### src/rtl/muldiv_unit.sv
`default_nettype none
// ============================================================================
// Module   : muldiv_unit
// Function : RV32M multiply/divide unit; radix-2 shift-add multiply and
//            restoring divide on magnitudes with sign fix-up at the end.
//            Define FAST_MUL_EN for a single-cycle multiplier on MUL* ops.
// Revision : 1.0
// ============================================================================
module muldiv_unit #(
    parameter int XLEN = 32
) (
    input  logic            clk,
    input  logic            rst,
    input  logic            start,
    input  logic [4:0]      alu_control,
    input  logic [XLEN-1:0] operand_a,
    input  logic [XLEN-1:0] operand_b,
    output logic            busy,
    output logic            valid,
    output logic [XLEN-1:0] result
);
    typedef enum logic [1:0] {
        S_IDLE = 2'd0,
        S_MUL  = 2'd1,
        S_DIV  = 2'd2,
        S_DONE = 2'd3
    } state_t;

    localparam logic [4:0] c_LAST_ITER = 5'(XLEN - 1);

    state_t            state_q;
    logic              busy_q, valid_q, neg_q, dz_q;
    logic [2:0]        op_q;
    logic [4:0]        cnt_q;
    logic [XLEN-1:0]   result_q, mplier_q, divisor_q, quo_q, rem_q;
    logic [2*XLEN-1:0] prod_q, mcand_q;

    logic              w_accept, w_a_signed, w_b_signed, w_a_neg, w_b_neg;
    logic [XLEN-1:0]   w_a_mag, w_b_mag, w_quo_fix, w_rem_fix, w_result;
    logic [XLEN:0]     w_rem_sh, w_diff;
    logic [2*XLEN-1:0] w_prod_fix;

    // Only the 10xxx codes carry an M-extension operation.
    assign w_accept = start && !busy_q && !valid_q && (alu_control[4:3] == 2'b10)
                      && (state_q == S_IDLE);

    always_comb begin
        w_a_signed = 1'b0;
        w_b_signed = 1'b0;
        case (alu_control[2:0])
            3'b001, 3'b100, 3'b110: begin
                w_a_signed = 1'b1;
                w_b_signed = 1'b1;
            end
            3'b010:  w_a_signed = 1'b1;
            default: begin
                w_a_signed = 1'b0;
                w_b_signed = 1'b0;
            end
        endcase
    end

    assign w_a_neg = w_a_signed & operand_a[XLEN-1];
    assign w_b_neg = w_b_signed & operand_b[XLEN-1];
    assign w_a_mag = w_a_neg ? -operand_a : operand_a;
    assign w_b_mag = w_b_neg ? -operand_b : operand_b;

    // A negative trial difference means this quotient bit is 0; keep the shifted remainder.
    assign w_rem_sh = {rem_q, quo_q[XLEN-1]};
    assign w_diff   = w_rem_sh - {1'b0, divisor_q};

    assign w_prod_fix = neg_q ? -prod_q : prod_q;
    assign w_quo_fix  = dz_q ? '1 : (neg_q ? -quo_q : quo_q);
    assign w_rem_fix  = neg_q ? -rem_q : rem_q;

    always_comb begin
        w_result = w_prod_fix[XLEN-1:0];
        case (op_q)
            3'b000:                 w_result = w_prod_fix[XLEN-1:0];
            3'b001, 3'b010, 3'b011: w_result = w_prod_fix[2*XLEN-1:XLEN];
            3'b100, 3'b101:         w_result = w_quo_fix;
            default:                w_result = w_rem_fix;
        endcase
    end

    always_ff @(posedge clk) begin
        if (rst) begin
            state_q   <= S_IDLE;
            busy_q    <= 1'b0;
            valid_q   <= 1'b0;
            result_q  <= '0;
            neg_q     <= 1'b0;
            dz_q      <= 1'b0;
            op_q      <= '0;
            cnt_q     <= '0;
            prod_q    <= '0;
            mcand_q   <= '0;
            mplier_q  <= '0;
            divisor_q <= '0;
            quo_q     <= '0;
            rem_q     <= '0;
        end else begin
            valid_q <= 1'b0;
            case (state_q)
                S_IDLE: begin
                    busy_q <= 1'b0;
                    if (w_accept) begin
                        op_q      <= alu_control[2:0];
                        // Remainder follows the dividend sign; everything else the sign product.
                        neg_q     <= (alu_control[2:1] == 2'b11) ? w_a_neg : (w_a_neg ^ w_b_neg);
                        dz_q      <= (operand_b == '0);
                        cnt_q     <= '0;
                        prod_q    <= '0;
                        mcand_q   <= {{XLEN{1'b0}}, w_a_mag};
                        mplier_q  <= w_b_mag;
                        divisor_q <= w_b_mag;
                        quo_q     <= w_a_mag;
                        rem_q     <= '0;
                        if (alu_control[2]) begin
                            state_q <= S_DIV;
                            busy_q  <= 1'b1;
                        end else begin
`ifdef FAST_MUL_EN
                            prod_q  <= {{XLEN{1'b0}}, w_a_mag} * {{XLEN{1'b0}}, w_b_mag};
                            state_q <= S_DONE;
`else
                            state_q <= S_MUL;
                            busy_q  <= 1'b1;
`endif
                        end
                    end
                end
                S_MUL: begin
                    if (mplier_q[0]) begin
                        prod_q <= prod_q + mcand_q;
                    end
                    mcand_q  <= mcand_q << 1;
                    mplier_q <= mplier_q >> 1;
                    cnt_q    <= cnt_q + 5'd1;
                    if (cnt_q == c_LAST_ITER) begin
                        state_q <= S_DONE;
                    end
                end
                S_DIV: begin
                    rem_q <= w_diff[XLEN] ? w_rem_sh[XLEN-1:0] : w_diff[XLEN-1:0];
                    quo_q <= {quo_q[XLEN-2:0], ~w_diff[XLEN]};
                    cnt_q <= cnt_q + 5'd1;
                    if (cnt_q == c_LAST_ITER) begin
                        state_q <= S_DONE;
                    end
                end
                S_DONE: begin
                    valid_q  <= 1'b1;
                    busy_q   <= 1'b1;
                    result_q <= w_result;
                    state_q  <= S_IDLE;
                end
                default: state_q <= S_IDLE;
            endcase
        end
    end

    assign busy   = busy_q;
    assign valid  = valid_q;
    assign result = result_q;

endmodule
`default_nettype wire
### config.mk
export PLATFORM = sky130hd
export DESIGN_NAME = muldiv_unit
export DESIGN_NICKNAME = d
export VERILOG_FILES = /design/src/rtl/muldiv_unit.sv
export SDC_FILE = /design/constraint.sdc
export NUM_CORES = 1
export LEC_CHECK = 0
export ABC_CLOCK_PERIOD_IN_PS = 4400
export BUFFER_PORTS_ARGS = -buffer_cell sky130_fd_sc_hd__buf_2
export CAP_MARGIN = 20
export CORE_MARGIN = 2
export CORE_UTILIZATION = 55
export DETAILED_ROUTE_END_ITERATION = 10
export MAX_ROUTING_LAYER = met4
export PLACE_DENSITY_LB_ADDON = 0.05
export SYNTH_ARGS = -nofsm -noshare
export SYNTH_HDL_FRONTEND = slang
export SYNTH_SLANG_ARGS = --single-unit
### constraint.sdc
create_clock -name clk -period 4.4 [get_ports clk]
set_input_delay 0.88 -clock clk [delete_from_list [all_inputs] [get_ports clk]]
set_output_delay 0.88 -clock clk [all_outputs]
set_load 0.05 [all_outputs]
Yosys cells after proc, flatten, opt, wreduce, memory -nomap -nowiden
Index checks and enable logic that the tools add are counted.
{"block": "word_totals", "latchBits": 0, "memories": 0, "regBits": 302, "mem_bits_rw": 0, "romBits": 0}
{"block": "op_classes", "reduce_logical": 24, "order_cmp": 0, "shifts": 0, "bitwise": 4, "n_mul": 0, "n_eq_ne": 18, "add_sub_neg": 8, "n_mux": 31, "n_div": 0}
{"op": "$mux 32", "n": 9}
{"op": "$mux 64", "n": 4}
{"op": "$pmux 64 s2", "n": 2}
{"op": "$pmux 32 s2", "n": 3}
{"op": "$neg 32->32", "n": 4}
{"op": "$pmux 32 s3", "n": 1}
{"op": "$add 64x64->64", "n": 1}
{"op": "$neg 64->64", "n": 1}
{"op": "$sub 33x32->33", "n": 1}
{"op": "$logic_not 32->1", "n": 1}
{"op": "$eq 3x3->1 const B", "n": 4}
{"op": "$pmux 5 s2", "n": 1}
{"op": "$reduce_and 2->1", "n": 5}
{"op": "$eq 3x2->1 const B", "n": 3}
{"op": "$eq 2x2->1 const B", "n": 4}
{"op": "$reduce_bool 2->1", "n": 4}
{"op": "$eq 3x1->1 const B", "n": 2}
{"op": "$mux 2", "n": 3}
{"op": "$pmux 2 s3", "n": 1}
{"op": "$reduce_or 3->1", "n": 2}
{"op": "$add 5x1->5 const B", "n": 1}
{"op": "$eq 5x5->1 const B", "n": 1}
{"op": "$mux 1", "n": 5}
{"op": "$mux 5", "n": 1}
{"op": "other kinds (14)", "n": 21}

Logic depth before layout (Yosys ltp)
{"block": "logic_depth", "depth_word": 7, "mapped_depth": 15}

Least setup slack after synthesis
Ideal clock, no wire load.
{"block": "synth_path", "path_kind": "register -> register", "start": "reg quo_q[31]", "end": "reg rem_q[10]", "required_time_ns": 4.272, "arrival_ns": 3.506, "stages_incl_launch_ff": 16, "path_slack_ns": 0.766, "setup_ns": 0.128, "period_less_slack_ns": 3.634, "cell_sequence": "dfxtp_1 inv_1 ha_1 fa_1 nor2b_1 o21ai_0 a21boi_0 a21oi_1 a21oi_1 o21ai_0 a2111oi_0 o211ai_1 o2111ai_1 clkbuf_1 mux2i_1 o21ai_0"}
{"block": "synth_between", "elab_chain_len": 3}
{"item": "start: declaration", "line_no": "35", "text": "logic [XLEN-1:0] result_q, mplier_q, divisor_q, quo_q, rem_q;"}
{"item": "start signal: assignment", "line_no": "117", "text": "quo_q <= w_a_mag;"}
{"item": "start signal: assignment", "line_no": "146", "text": "quo_q <= {quo_q[XLEN-2:0], ~w_diff[XLEN]};"}
{"item": "$sub 33x32->33", "line_no": "70", "text": "assign w_diff = w_rem_sh - {1'b0, divisor_q};"}
{"item": "$mux 32", "line_no": "145", "text": "rem_q <= w_diff[XLEN] ? w_rem_sh[XLEN-1:0] : w_diff[XLEN-1:0];"}
{"item": "$pmux 32 s2", "line_no": "104", "text": "case (state_q)"}
{"item": "end signal: assignment", "line_no": "145"}
{"item": "end: declaration", "line_no": "35"}
Every way passes these cells.
A chain may end at the register's enable or synchronous reset.

Worst setup path after layout
{"block": "layout_path", "start": "reg quo_q[31]", "end": "reg rem_q[0]"}
{"block": "layout_between", "elab_chain_len": 3}
{"item": "$sub 33x32->33", "line_no": "70"}
{"item": "$mux 32 (*)", "line_no": "145"}
{"item": "$pmux 32 s2 (*)", "line_no": "104"}
Mark *: on every way between the ends. The rest lies on a longest branch, timed or not.

==> metrics.json <==
{
  "start_point_of_the_worst_hold_path": {"value": "mplier_q[29]$_SDFFE_PP0P_"},
  "antenna-diode-count": {"value": 0},
  "drc_errors": {"value": 0},
  "htreeDepth": {"value": 2},
  "final-hold-violation-count": {"value": 0},
  "clock_path_buffers": {"value": 3},
  "port-buffer-count": {"value": 105},
  "die_area": {"value": 0.0404, "unit": "mm^2"},
  "slew_headroom": {"value": 31.9, "unit": "%"},
  "synth_nets": {"value": 3069},
  "synth.top_cells.by_area": {"value": "dfxtp_1, nand2_1, a21oi_1"},
  "min_period": {"value": 4.05, "unit": "ns"},
  "synth_cell_types": {"value": 76},
  "power_per_cell_area": {"value": 404, "unit": "mW/mm^2"},
  "number_of_filler_instances_in_the_final_layout": {"value": 3603},
  "setup.worst_path.class": {"value": "reg -> reg"},
  "cts_tree": {"value": "built"},
  "post-synth-top-area-fraction": {"value": 28.3, "unit": "%"},
  "worstSetupEndpointType": {"value": "register"},
  "postRouteWirelength": {"value": 70.2, "unit": "mm"},
  "post-dp-hpwl": {"value": 53.1, "unit": "mm"},
  "worst_clock_skew": {"value": 0.0318, "unit": "ns"},
  "cp-startpoint": {"value": "quo_q[31]$_SDFFE_PP0P_"},
  "seq_area_frac_synth": {"value": 28.3, "unit": "%"},
  "layout_commonest_cell": {"value": "nand2_1"},
  "drt_iter0_markers": {"value": 2073},
  "cts.sink_count": {"value": 302},
  "tightest_slew": {"value": 1.02, "unit": "ns"},
  "path_max_fanout": {"value": 28},
  "power_leakage": {"value": 9.63, "unit": "nW"},
  "highest_count_cells_in_the_layout_ignoring_fill_and_taps": {"value": "nand2_1, dfxtp_1, nor2_1"},
  "crit_chain": {"value": "inv_1 -> ha_1 -> fa_1 -> nor2b_1 -> o21ai_0 -> a21boi_0 -> a21oi_1 -> a21oi_1 -> o21ai_0 -> a2111oi_1 -> buf_4 -> or4_1 -> o2111ai_4 -> buf_12 -> mux2i_1 -> a22o_1"},
  "area_growth_syn_to_fin": {"value": 10.4, "unit": "%"},
  "globalRouteOverflowTotal": {"value": 0},
  "grt_pass1_vias": {"value": 20000},
  "wl_per_cell": {"value": 20.3, "unit": "um"},
  "routed-via-count": {"value": 21600},
  "root_buffer": {"value": "clkbuf_16"},
  "synth_enable_flop_cells": {"value": 0},
  "die_h": {"value": 201, "unit": "um"},
  "start_util": {"value": 55.5, "unit": "%"},
  "grt_start_max_net_pins": {"value": 111},
  "worstPathRequired": {"value": 4.83, "unit": "ns"},
  "synth_ff_type": {"value": "dfxtp_1"},
  "syn_area_per_cell": {"value": 7.39, "unit": "um^2"},
  "ys_warn_count": {"value": 0},
  "antenna_found_initial": {"value": 1},
  "pin_count": {"value": 106},
  "gp_routability_congestion": {"value": 1.02},
  "timing.critical_path.from_type": {"value": "register"},
  "crit_path_top_delay_cell": {"value": "a2111oi_1"},
  "route.antenna.remaining_nets": {"value": 0},
  "die_w": {"value": 201, "unit": "um"},
  "fin_worst_hold_slack": {"value": 0.449, "unit": "ns"},
  "track_usage": {"value": 35.1, "unit": "%"},
  "setup_viol_count_final": {"value": 0},
  "fin_total_pwr": {"value": 9.54, "unit": "mW"},
  "rows": {"value": 72},
  "max_freq": {"value": 247, "unit": "MHz"},
  "cts_buffers": {"value": 36},
  "synthCells": {"value": 2889},
  "placeableCoreArea": {"value": 0.0385, "unit": "mm^2"},
  "max_cap_violations": {"value": 0},
  "netlist.top_cell.by_area": {"value": "dfxtp_1"},
  "clk_pin_slew": {"value": 0.06, "unit": "ns"},
  "layout-drive-gt1-share": {"value": 8.73, "unit": "%"},
  "critical_path.max_stage_delay": {"value": 0.42, "unit": "ns"},
  "grt_pass1_wl": {"value": 111, "unit": "mm"},
  "vias_per_cell": {"value": 6.25},
  "worst_ir_drop_vdd": {"value": 464, "unit": "uV"},
  "run_status": {"value": "finished clean"},
  "hold_class": {"value": "reg -> reg"},
  "cp_data_arrival_time": {"value": 4.49, "unit": "ns"},
  "timing.rr.start": {"value": "quo_q[31]$_SDFFE_PP0P_"},
  "clock_latency": {"value": 0.56, "unit": "ns"},
  "synth_async_sr_flop_share": {"value": 0, "unit": "%"},
  "dr.pass1.iters": {"value": 7},
  "nets": {"value": 3089},
  "syn_area": {"value": 0.0214, "unit": "mm^2"},
  "ys_seq_elements": {"value": 302},
  "fin_crit_sh": {"value": 92.1, "unit": "%"},
  "timing_max_transition_violations_final": {"value": 0}
}
-- metal layers --
metal | vias to the layer above | track usage (%) | routed length [um]
met5 | - | - | 0
met4 | 0 | 9.68 | 1780
met3 | 128 | 4.74 | 5580
met2 | 842 | 51.6 | 29800
met1 | 10300 | 50.4 | 33100
li1 | 10400 | - | -
-- flip-flops by register name, summed over array words and instances (netlist names) --
signal     count
dz_q           1
cnt_q          5
quo_q         32
state_q        2
mcand_q       64
divisor_q     32
valid          1
result        32
op_q           3
neg_q          1
rem_q         32
busy           1
prod_q        64
mplier_q      32
-- logic make-up after synthesis --
family	synth area share, %
AOI/OAI and AO/OA	27.0
adders and majority gates	6.40
xor gates and xnor gates	10.7
buffers and inverters	4.48
muxes	2.39
and+or+nand+nor	20.7
DFF	28.3
-- cell usage after synthesis (6+ instances only) --
| master | number |
|---|---|
| and2_1 | 6 |
| nand3_1 | 42 |
| nand2_1 | 397 |
| nand2b_1 | 27 |
| a32oi_1 | 7 |
| o211ai_1 | 26 |
| xnor2_1 | 158 |
| nor2b_1 | 20 |
| o41ai_1 | 19 |
| mux2i_1 | 51 |
| a31oi_1 | 23 |
| a211oi_1 | 48 |
| o21bai_1 | 11 |
| a21oi_1 | 280 |
| o21ai_0 | 237 |
| dfxtp_1 | 302 |
| nor4_1 | 18 |
| or3_1 | 21 |
| ha_1 | 106 |
| and3_1 | 14 |
| a221oi_1 | 16 |
| a311oi_1 | 6 |
| a21boi_0 | 8 |
| a22oi_1 | 73 |
| o21a_1 | 19 |
| inv_1 | 76 |
| xor2_1 | 102 |
| nor3b_1 | 8 |
| o31ai_1 | 33 |
| clkbuf_1 | 164 |
| buf_1 | 13 |
| or4_1 | 20 |
| nand4_1 | 26 |
| o2111ai_1 | 13 |
| a21o_1 | 62 |
| nor2_1 | 295 |
| nor3_1 | 64 |
| a22o_1 | 6 |
-- power by group --
part	internal, mW	switching (mW)
Clock	1.78	1.26
Sequential	2.96	0.262
Combinational	1.12	2.15
Total	5.86	3.68
-- per-stage QoR --
step / utilization (%) / worst slack [ns] / setup TNS, ns / instances / cell area [um^2]
global route: 61.3 / -0.0000782 / -0.0000782 / 3452 / 23600
finish: 61.3 / 0.348 / 0 / 3452 / 23600
floorplan: - / 0.766 / 0 / 2889 / 21400
global placement: 58.2 / 0.467 / 0 / 3387 / 22400
detailed placement: 58.2 / 0.383 / 0 / 3388 / 22400
CTS: 61.3 / 0.372 / 0 / 3451 / 23600
-- worst paths after layout --
check	end	slack, ns	depth (start not counted)
setup / recovery	rem_q[0]$_SDFFE_PP0P_	0.35	16
hold / removal	mplier_q[29]$_SDFFE_PP0P_	0.45	2
setup reg to reg	rem_q[0]$_SDFFE_PP0P_	0.35	16
hold reg to reg	mplier_q[29]$_SDFFE_PP0P_	0.45	2
-- worst max-delay path: cells and delay by family (launching register included) --
| kind | cells | cell delay, ns |
|---|---|---|
| muxes | 1 | 0.14 |
| buffers and inverters | 3 | 0.52 |
| AOI/OAI and AO/OA | 8 | 2.05 |
| adders and majority gates | 2 | 0.63 |
| and+or+nand+nor | 2 | 0.27 |
| DFF | 1 | 0.30 |
-- final cells by class --
class / instances / area [um^2] / area share, %
Timing Repair Buffer: 159 / 981 / 4.16
Multi-Input combinational cell: 2332 / 14400 / 61.2
Sequential cell: 302 / 6050 / 25.7
Clock buffer: 47 / 1030 / 4.39
Tap cell: 518 / 648 / 2.75
Inverter: 78 / 293 / 1.24
Clock inverter: 16 / 149 / 0.631
-- what timing repair did --
item | 4_1_cts | 5_1_grt
endpoints found under the setup margin | 0 | 1
hold buffers | 0 | 0
hold endpoints to repair | 0 | 0
resized for setup | 0 | 1
buffers inserted | 0 | 0
(Power assumes the default switching activity.)
